File: config.mk
export PLATFORM = sky130hd
export DESIGN_NAME = qpsk_demodulator
export DESIGN_NICKNAME = d
export VERILOG_FILES = /design/src/rtl/qpsk_pkg.sv /design/src/rtl/qpsk_ref_lut.sv /design/src/rtl/qpsk_demodulator.sv
export SDC_FILE = /design/constraint.sdc
export NUM_CORES = 1
export LEC_CHECK = 0
export CAP_MARGIN = 15
export CORE_UTILIZATION = 60
export DETAILED_ROUTE_END_ITERATION = 10
export PLACE_DENSITY_LB_ADDON = 0.05
export REMOVE_ABC_BUFFERS = 1
export SLEW_MARGIN = 20
export SYNTH_ARGS = -nofsm -noshare
export SYNTH_HDL_FRONTEND = slang
export SYNTH_HIERARCHICAL = 1
export SYNTH_SLANG_ARGS = --single-unit
File: constraint.sdc
create_clock -name Clk -period 11.31 [get_ports Clk]
set_input_delay 3.393 -clock Clk [delete_from_list [all_inputs] [get_ports Clk]]
set_output_delay 3.393 -clock Clk [all_outputs]
set_load 0.02 [all_outputs]
File: src/rtl/qpsk_pkg.sv
// Shared QPSK constants: symbol length, table amplitude and the sine/cosine
// reference tables used by both the modulator and the demodulator.
package qpsk_pkg;

  localparam int SYM_LEN = 100;
  localparam int TBL_AMP = 1000;
  localparam int TBL_W   = 11;

  typedef logic [6:0] phase_t;
  typedef logic signed [TBL_W-1:0] tbl_t;

  localparam phase_t FIRST_PHASE = 7'd0;
  localparam phase_t LAST_PHASE  = 7'd99;

  // round(TBL_AMP * sin(2*pi*p/SYM_LEN))
  localparam tbl_t SIN_TBL [SYM_LEN] = '{
      11'sd0,     11'sd63,    11'sd125,   11'sd187,   11'sd249,
      11'sd309,   11'sd368,   11'sd426,   11'sd482,   11'sd536,
      11'sd588,   11'sd637,   11'sd685,   11'sd729,   11'sd771,
      11'sd809,   11'sd844,   11'sd876,   11'sd905,   11'sd930,
      11'sd951,   11'sd969,   11'sd982,   11'sd992,   11'sd998,
      11'sd1000,  11'sd998,   11'sd992,   11'sd982,   11'sd969,
      11'sd951,   11'sd930,   11'sd905,   11'sd876,   11'sd844,
      11'sd809,   11'sd771,   11'sd729,   11'sd685,   11'sd637,
      11'sd588,   11'sd536,   11'sd482,   11'sd426,   11'sd368,
      11'sd309,   11'sd249,   11'sd187,   11'sd125,   11'sd63,
      11'sd0,    -11'sd63,   -11'sd125,  -11'sd187,  -11'sd249,
     -11'sd309,  -11'sd368,  -11'sd426,  -11'sd482,  -11'sd536,
     -11'sd588,  -11'sd637,  -11'sd685,  -11'sd729,  -11'sd771,
     -11'sd809,  -11'sd844,  -11'sd876,  -11'sd905,  -11'sd930,
     -11'sd951,  -11'sd969,  -11'sd982,  -11'sd992,  -11'sd998,
     -11'sd1000, -11'sd998,  -11'sd992,  -11'sd982,  -11'sd969,
     -11'sd951,  -11'sd930,  -11'sd905,  -11'sd876,  -11'sd844,
     -11'sd809,  -11'sd771,  -11'sd729,  -11'sd685,  -11'sd637,
     -11'sd588,  -11'sd536,  -11'sd482,  -11'sd426,  -11'sd368,
     -11'sd309,  -11'sd249,  -11'sd187,  -11'sd125,  -11'sd63
  };

  // round(TBL_AMP * cos(2*pi*p/SYM_LEN)), i.e. the sine table advanced a quarter period
  localparam tbl_t COS_TBL [SYM_LEN] = '{
      11'sd1000,  11'sd998,   11'sd992,   11'sd982,   11'sd969,
      11'sd951,   11'sd930,   11'sd905,   11'sd876,   11'sd844,
      11'sd809,   11'sd771,   11'sd729,   11'sd685,   11'sd637,
      11'sd588,   11'sd536,   11'sd482,   11'sd426,   11'sd368,
      11'sd309,   11'sd249,   11'sd187,   11'sd125,   11'sd63,
      11'sd0,    -11'sd63,   -11'sd125,  -11'sd187,  -11'sd249,
     -11'sd309,  -11'sd368,  -11'sd426,  -11'sd482,  -11'sd536,
     -11'sd588,  -11'sd637,  -11'sd685,  -11'sd729,  -11'sd771,
     -11'sd809,  -11'sd844,  -11'sd876,  -11'sd905,  -11'sd930,
     -11'sd951,  -11'sd969,  -11'sd982,  -11'sd992,  -11'sd998,
     -11'sd1000, -11'sd998,  -11'sd992,  -11'sd982,  -11'sd969,
     -11'sd951,  -11'sd930,  -11'sd905,  -11'sd876,  -11'sd844,
     -11'sd809,  -11'sd771,  -11'sd729,  -11'sd685,  -11'sd637,
     -11'sd588,  -11'sd536,  -11'sd482,  -11'sd426,  -11'sd368,
     -11'sd309,  -11'sd249,  -11'sd187,  -11'sd125,  -11'sd63,
      11'sd0,     11'sd63,    11'sd125,   11'sd187,   11'sd249,
      11'sd309,   11'sd368,   11'sd426,   11'sd482,   11'sd536,
      11'sd588,   11'sd637,   11'sd685,   11'sd729,   11'sd771,
      11'sd809,   11'sd844,   11'sd876,   11'sd905,   11'sd930,
      11'sd951,   11'sd969,   11'sd982,   11'sd992,   11'sd998
  };

  function automatic phase_t next_phase(input phase_t p);
    return (p == LAST_PHASE) ? FIRST_PHASE : p + 7'd1;
  endfunction

endpackage

File: src/rtl/qpsk_ref_lut.sv
// Combinational phase -> (sin, cos) reference lookup.
module qpsk_ref_lut
  import qpsk_pkg::*;
(
  input  phase_t phase,
  output tbl_t   sin_val,
  output tbl_t   cos_val
);

  // Phases beyond the symbol length never occur; they read as zero.
  always_comb begin
    sin_val = '0;
    cos_val = '0;
    if (phase <= LAST_PHASE) begin
      sin_val = SIN_TBL[phase];
      cos_val = COS_TBL[phase];
    end
  end

endmodule

File: src/rtl/qpsk_demodulator.sv
// Coherent QPSK demodulator: correlates each 100-sample symbol against the
// reference sine/cosine and emits hard E/O decisions plus the soft sums.
module qpsk_demodulator
  import qpsk_pkg::*;
#(
  parameter int DATA_W = 12,
  parameter int ACC_W  = 32
) (
  input  logic                     Clk,
  input  logic                     Rst,
  input  logic signed [DATA_W-1:0] data_in,
  input  logic                     data_valid,
  input  logic                     sync,
  output logic                     E,
  output logic                     O,
  output logic                     sym_valid,
  output logic signed [ACC_W-1:0]  corr_i,
  output logic signed [ACC_W-1:0]  corr_q
);

  localparam int PROD_W = 2 * DATA_W;

  phase_t                    phase_cnt;
  phase_t                    cur_phase;

  logic                      s1_valid;
  logic                      s1_first;
  logic                      s1_last;
  logic signed [DATA_W-1:0]  s1_data;
  phase_t                    s1_phase;

  tbl_t                      sin_val;
  tbl_t                      cos_val;
  logic signed [PROD_W-1:0]  prod_s_next;
  logic signed [PROD_W-1:0]  prod_c_next;

  logic                      s2_valid;
  logic                      s2_first;
  logic                      s2_last;
  logic signed [PROD_W-1:0]  s2_prod_s;
  logic signed [PROD_W-1:0]  s2_prod_c;

  logic signed [ACC_W-1:0]   acc_s;
  logic signed [ACC_W-1:0]   acc_c;
  logic signed [ACC_W-1:0]   prod_s_ext;
  logic signed [ACC_W-1:0]   prod_c_ext;
  logic signed [ACC_W-1:0]   sum_s;
  logic signed [ACC_W-1:0]   sum_c;

  // sync restarts the symbol on the very sample it qualifies.
  assign cur_phase = sync ? FIRST_PHASE : phase_cnt;

  always_ff @(posedge Clk) begin
    if (Rst) begin
      phase_cnt <= FIRST_PHASE;
      s1_valid  <= 1'b0;
      s1_first  <= 1'b0;
      s1_last   <= 1'b0;
      s1_data   <= '0;
      s1_phase  <= FIRST_PHASE;
    end else begin
      s1_valid <= data_valid;
      if (data_valid) begin
        s1_data   <= data_in;
        s1_phase  <= cur_phase;
        s1_first  <= (cur_phase == FIRST_PHASE);
        s1_last   <= (cur_phase == LAST_PHASE);
        phase_cnt <= next_phase(cur_phase);
      end
    end
  end

  qpsk_ref_lut u_lut (
    .phase   (s1_phase),
    .sin_val (sin_val),
    .cos_val (cos_val)
  );

  assign prod_s_next = PROD_W'(s1_data) * PROD_W'(sin_val);
  assign prod_c_next = PROD_W'(s1_data) * PROD_W'(cos_val);

  always_ff @(posedge Clk) begin
    if (Rst) begin
      s2_valid  <= 1'b0;
      s2_first  <= 1'b0;
      s2_last   <= 1'b0;
      s2_prod_s <= '0;
      s2_prod_c <= '0;
    end else begin
      s2_valid  <= s1_valid;
      s2_first  <= s1_first;
      s2_last   <= s1_last;
      s2_prod_s <= prod_s_next;
      s2_prod_c <= prod_c_next;
    end
  end

  assign prod_s_ext = ACC_W'(s2_prod_s);
  assign prod_c_ext = ACC_W'(s2_prod_c);
  assign sum_s      = acc_s + prod_s_ext;
  assign sum_c      = acc_c + prod_c_ext;

  // Phase 0 reloads, phase 99 decides and clears, everything else accumulates.
  always_ff @(posedge Clk) begin
    if (Rst) begin
      acc_s     <= '0;
      acc_c     <= '0;
      E         <= 1'b0;
      O         <= 1'b0;
      sym_valid <= 1'b0;
      corr_i    <= '0;
      corr_q    <= '0;
    end else begin
      sym_valid <= 1'b0;
      if (s2_valid) begin
        if (s2_first) begin
          acc_s <= prod_s_ext;
          acc_c <= prod_c_ext;
        end else if (s2_last) begin
          acc_s     <= '0;
          acc_c     <= '0;
          corr_i    <= sum_s;
          corr_q    <= sum_c;
          E         <= sum_s[ACC_W-1];
          O         <= !sum_c[ACC_W-1] && (sum_c != '0);
          sym_valid <= 1'b1;
        end else begin
          acc_s <= sum_s;
          acc_c <= sum_c;
        end
      end
    end
  end

endmodule

==> flow_metrics.env <==
export IMPL_status="completed"
export IMPL_postCtsSetupRepairBufs=0
export IMPL_powerDensity_nw_per_um2=102
export IMPL_io_pins=83
export IMPL_timing_critical_path_from="s1_phase[3]"
export IMPL_synth_warnings=6
export IMPL_clk_pin_slew_ns=0.06
export IMPL_relSlewSlack_pct=24.8
export IMPL_core_area_sq_um=39000
export IMPL_grt_pass1_wl_mm=109
export IMPL_final_util_pct=66.1
export IMPL_synthArstFlopShare_pct=0
export IMPL_setup_violations_final=0
export IMPL_reg2regPathDepth=24
export IMPL_portBuffers=82
export IMPL_dieArea_sq_um=40700
export IMPL_cts_tree="done"
export IMPL_synth_distinct_cells=102
export IMPL_finalHoldViolCount=0
export IMPL_worstPathArrival_ns=8.51
export IMPL_hold_path_class="reg2reg"
export IMPL_synth_ff_type="dfxtp_1"
export IMPL_drc_errors=0
export IMPL_wl_mm=66.2
export IMPL_worstSetupStartpointType="flop"
export IMPL_die_y_um=202
export IMPL_cp_max_fo=54
export IMPL_worst_slew_pin_slew_ns=1.13
export IMPL_grt_pass1_vias=21325
export IMPL_placed_cells_incl_taps=3426
export IMPL_ys_seq_elements=208
export IMPL_initial_core_util_pct=61.4
export IMPL_grt_max_degree=74
export IMPL_final_cells=3475
export IMPL_vias=20861
export IMPL_rr_endpoint="s2_prod_s[22]"
export IMPL_power_w=0.00262
export IMPL_synth_edf_count=0
export IMPL_grt_use_total_pct=32.8
export IMPL_syn_mean_instance_area_sq_um=8.04
export IMPL_antenna_found_initial=0
export IMPL_synth_area_sq_um=23900
export IMPL_viasPerCell=6.00
export IMPL_critPathKind="reg2reg"
export IMPL_areaGrowthSynthToFinish_pct=7.67
export IMPL_dr_pass1_iters=5
export IMPL_cts_root_buf="clkbuf_16"
export IMPL_cellLeakagePower_nw=11.5
export IMPL_drive_gt1_share_pct=4.87
export IMPL_routedWlPerCell_um=19.0
export IMPL_max_cap_viol_count=0
export IMPL_synth_seq_area_share_pct=17.4
export IMPL_cts_resized=0
export IMPL_clock_skew_ns=0.0323
export IMPL_syn_instance_count=2979
export IMPL_gp_congestion=0.992
export IMPL_cp_endpoint="s2_prod_s[22]"
export IMPL_numCtsBuffers=26
export IMPL_htree_levels=1
export IMPL_period_share_pct=71.2
export IMPL_nNetsFinal=3385
export IMPL_period_needed_ns=8.05
export IMPL_clockBufferDepth=3
export IMPL_reg2reg_from="s1_phase[3]"
export IMPL_ir_drop_mv=0.118
export IMPL_finalMaxSlewViolations=0
export IMPL_cts_sinks=208
export IMPL_clk_latency_ns=0.57
export IMPL_drt_iter0_markers=1624
export IMPL_gr_total_overflow=0
export IMPL_holdBufCountCts=0
export IMPL_ant_nets=0
export IMPL_crit_path_end_kind="flop"
export IMPL_die_w_um=202
export IMPL_rows=72
export IMPL_rsz0062_at_grt="false"
export IMPL_fin_setup_tns_ns=0
export IMPL_ff2ff_setup_slack_ns=3.26
export IMPL_max_freq_mhz=124
export IMPL_hpwl_mm=49.3
export IMPL_worst_ep_required_time_ns=11.77
export IMPL_num_antenna_cells=0
==> cell type report <==
cell class	count	area, sq um
sequential	208	4180
clock buffer	30	687
tap	518	648
timing repair buffer	118	1100
fill	3327	13200
inverter	345	1300
clock inverter	18	235
multi-input combinational	2238	17600
==> metal layers <==
metal | global-route usage, % | wire (um) | part of all wire (%)
met1 | 43.6 | 28700 | 43
met2 | 54.6 | 30800 | 47
met3 | 4.32 | 4340 | 6.6
met4 | 12.5 | 2360 | 3.6
met5 | 0 | 0 | 0
==> report_power, final <==
part	internal [W]	switching (W)	leakage, nW
registers	0.000778	0.0000552	1.70
logic	0.000352	0.000539	9.36
clock network	0.000535	0.000362	0.441
==> state kept, by name, summed over array words and instances (netlist names) <==
register   cells
O              1
s2_valid       1
corr_i        31
s1_data       12
s1_phase       7
acc_c         32
s2_prod_s     23
s1_first       1
acc_s         32
sym_valid      1
s1_valid       1
s2_first       1
corr_q        32
s2_last        1
s2_prod_c     23
E              1
phase_cnt      7
s1_last        1
==> cell usage after synthesis, types with 31 or more instances <==
master / count / area, sq um
a211oi_1: 82 / 616
a21o_1: 31 / 233
a21oi_1: 198 / 991
a22oi_1: 36 / 270
and2_1: 119 / 744
buf_2: 33 / 165
clkbuf_1: 123 / 462
dfxtp_1: 208 / 4160
fa_1: 254 / 5080
ha_1: 178 / 2230
inv_1: 339 / 1270
nand2_1: 343 / 1290
nand2b_1: 34 / 213
nand3_1: 40 / 200
nor2_1: 257 / 965
nor2b_1: 41 / 257
nor3_1: 76 / 380
o21ai_0: 129 / 646
xnor2_1: 66 / 578
xor2_1: 39 / 342
==> kinds of logic (layout without fill, tap and decap cells) <==
family	Yosys count	count (layout)	synth area share (%)
flip-flops	208	208	17.4
adder cells (fa/ha/maj)	432	432	30.5
XOR/XNOR	105	105	3.84
AO/OA/AOI/OAI	649	649	17.5
buffers and inverters	533	511	9.09
multiplexers	26	26	1.14
AND/OR/NAND/NOR	1026	1026	20.5
==> placed cells by master, fill, tap and decap left out, types with 12 or more instances in the layout <==
cell type,netlist,final
nor3_1,76,76
nor2b_1,41,41
xnor2_1,66,66
mux2i_1,24,24
dfxtp_1,208,203
nand3_1,40,40
a21o_1,31,31
clkbuf_16,0,27
a22oi_1,36,36
buf_4,10,35
o21bai_1,13,13
clkdlybuf4s50_1,0,81
fa_1,254,254
a221oi_1,13,13
xor2_1,39,39
and3_1,20,20
a21oi_1,198,198
nand2_1,343,343
ha_1,178,178
a31oi_1,18,18
a211oi_1,82,81
and2_1,119,119
o22ai_1,12,12
o21ai_0,129,129
inv_1,339,339
o21a_1,12,12
nand4_1,12,12
nor2_1,257,255
o211ai_1,17,17
nand2b_1,34,34
==> worst min-delay path by stage <==
stage / from / endpoint / slack [ns] / cells past startpoint
3_3_place_gp: corr_i[26] / corr_i[26] / 0.44 / 2
3_5_place_dp: corr_i[22] / corr_i[22] / 0.45 / 2
2_1_floorplan: s1_valid / s2_valid / 0.41 / 1
5_1_grt: corr_i[28] / corr_i[28] / 0.48 / 2
6_report: corr_i[27] / corr_i[27] / 0.45 / 2
4_1_cts: corr_i[27] / corr_i[27] / 0.46 / 2
==> critical path: stages, from the launching register on <==
cell and delay [ns]:
dfxtp_4 0.75, buf_4 0.58, nor2b_1 0.17, a221oi_2 0.35, nor2_1 0.09, o31a_1 0.30
a211oi_2 0.65, nand2_1 0.19, fa_1 0.50, fa_1 0.55, inv_1 0.06, fa_1 0.49
fa_1 0.50, inv_1 0.05, fa_1 0.47, inv_1 0.04, ha_1 0.21, or3_1 0.40
o211ai_1 0.25, a31oi_1 0.19, a41oi_1 0.30, nand2b_1 0.11, o311a_1 0.31, o21ai_0 0.15
nor3b_1 0.21
==> through the flow <==
step	setup WS, ns	hold slack, ns	area [sq um]
finish	3.26	0.453	25800
global route	2.69	0.477	25800
CTS	3.27	0.456	25800
detailed placement	3.31	0.447	24800
global placement	3.50	0.441	24800
floorplan	2.83	0.414	23100
Power figures use the tool's default switching activity.
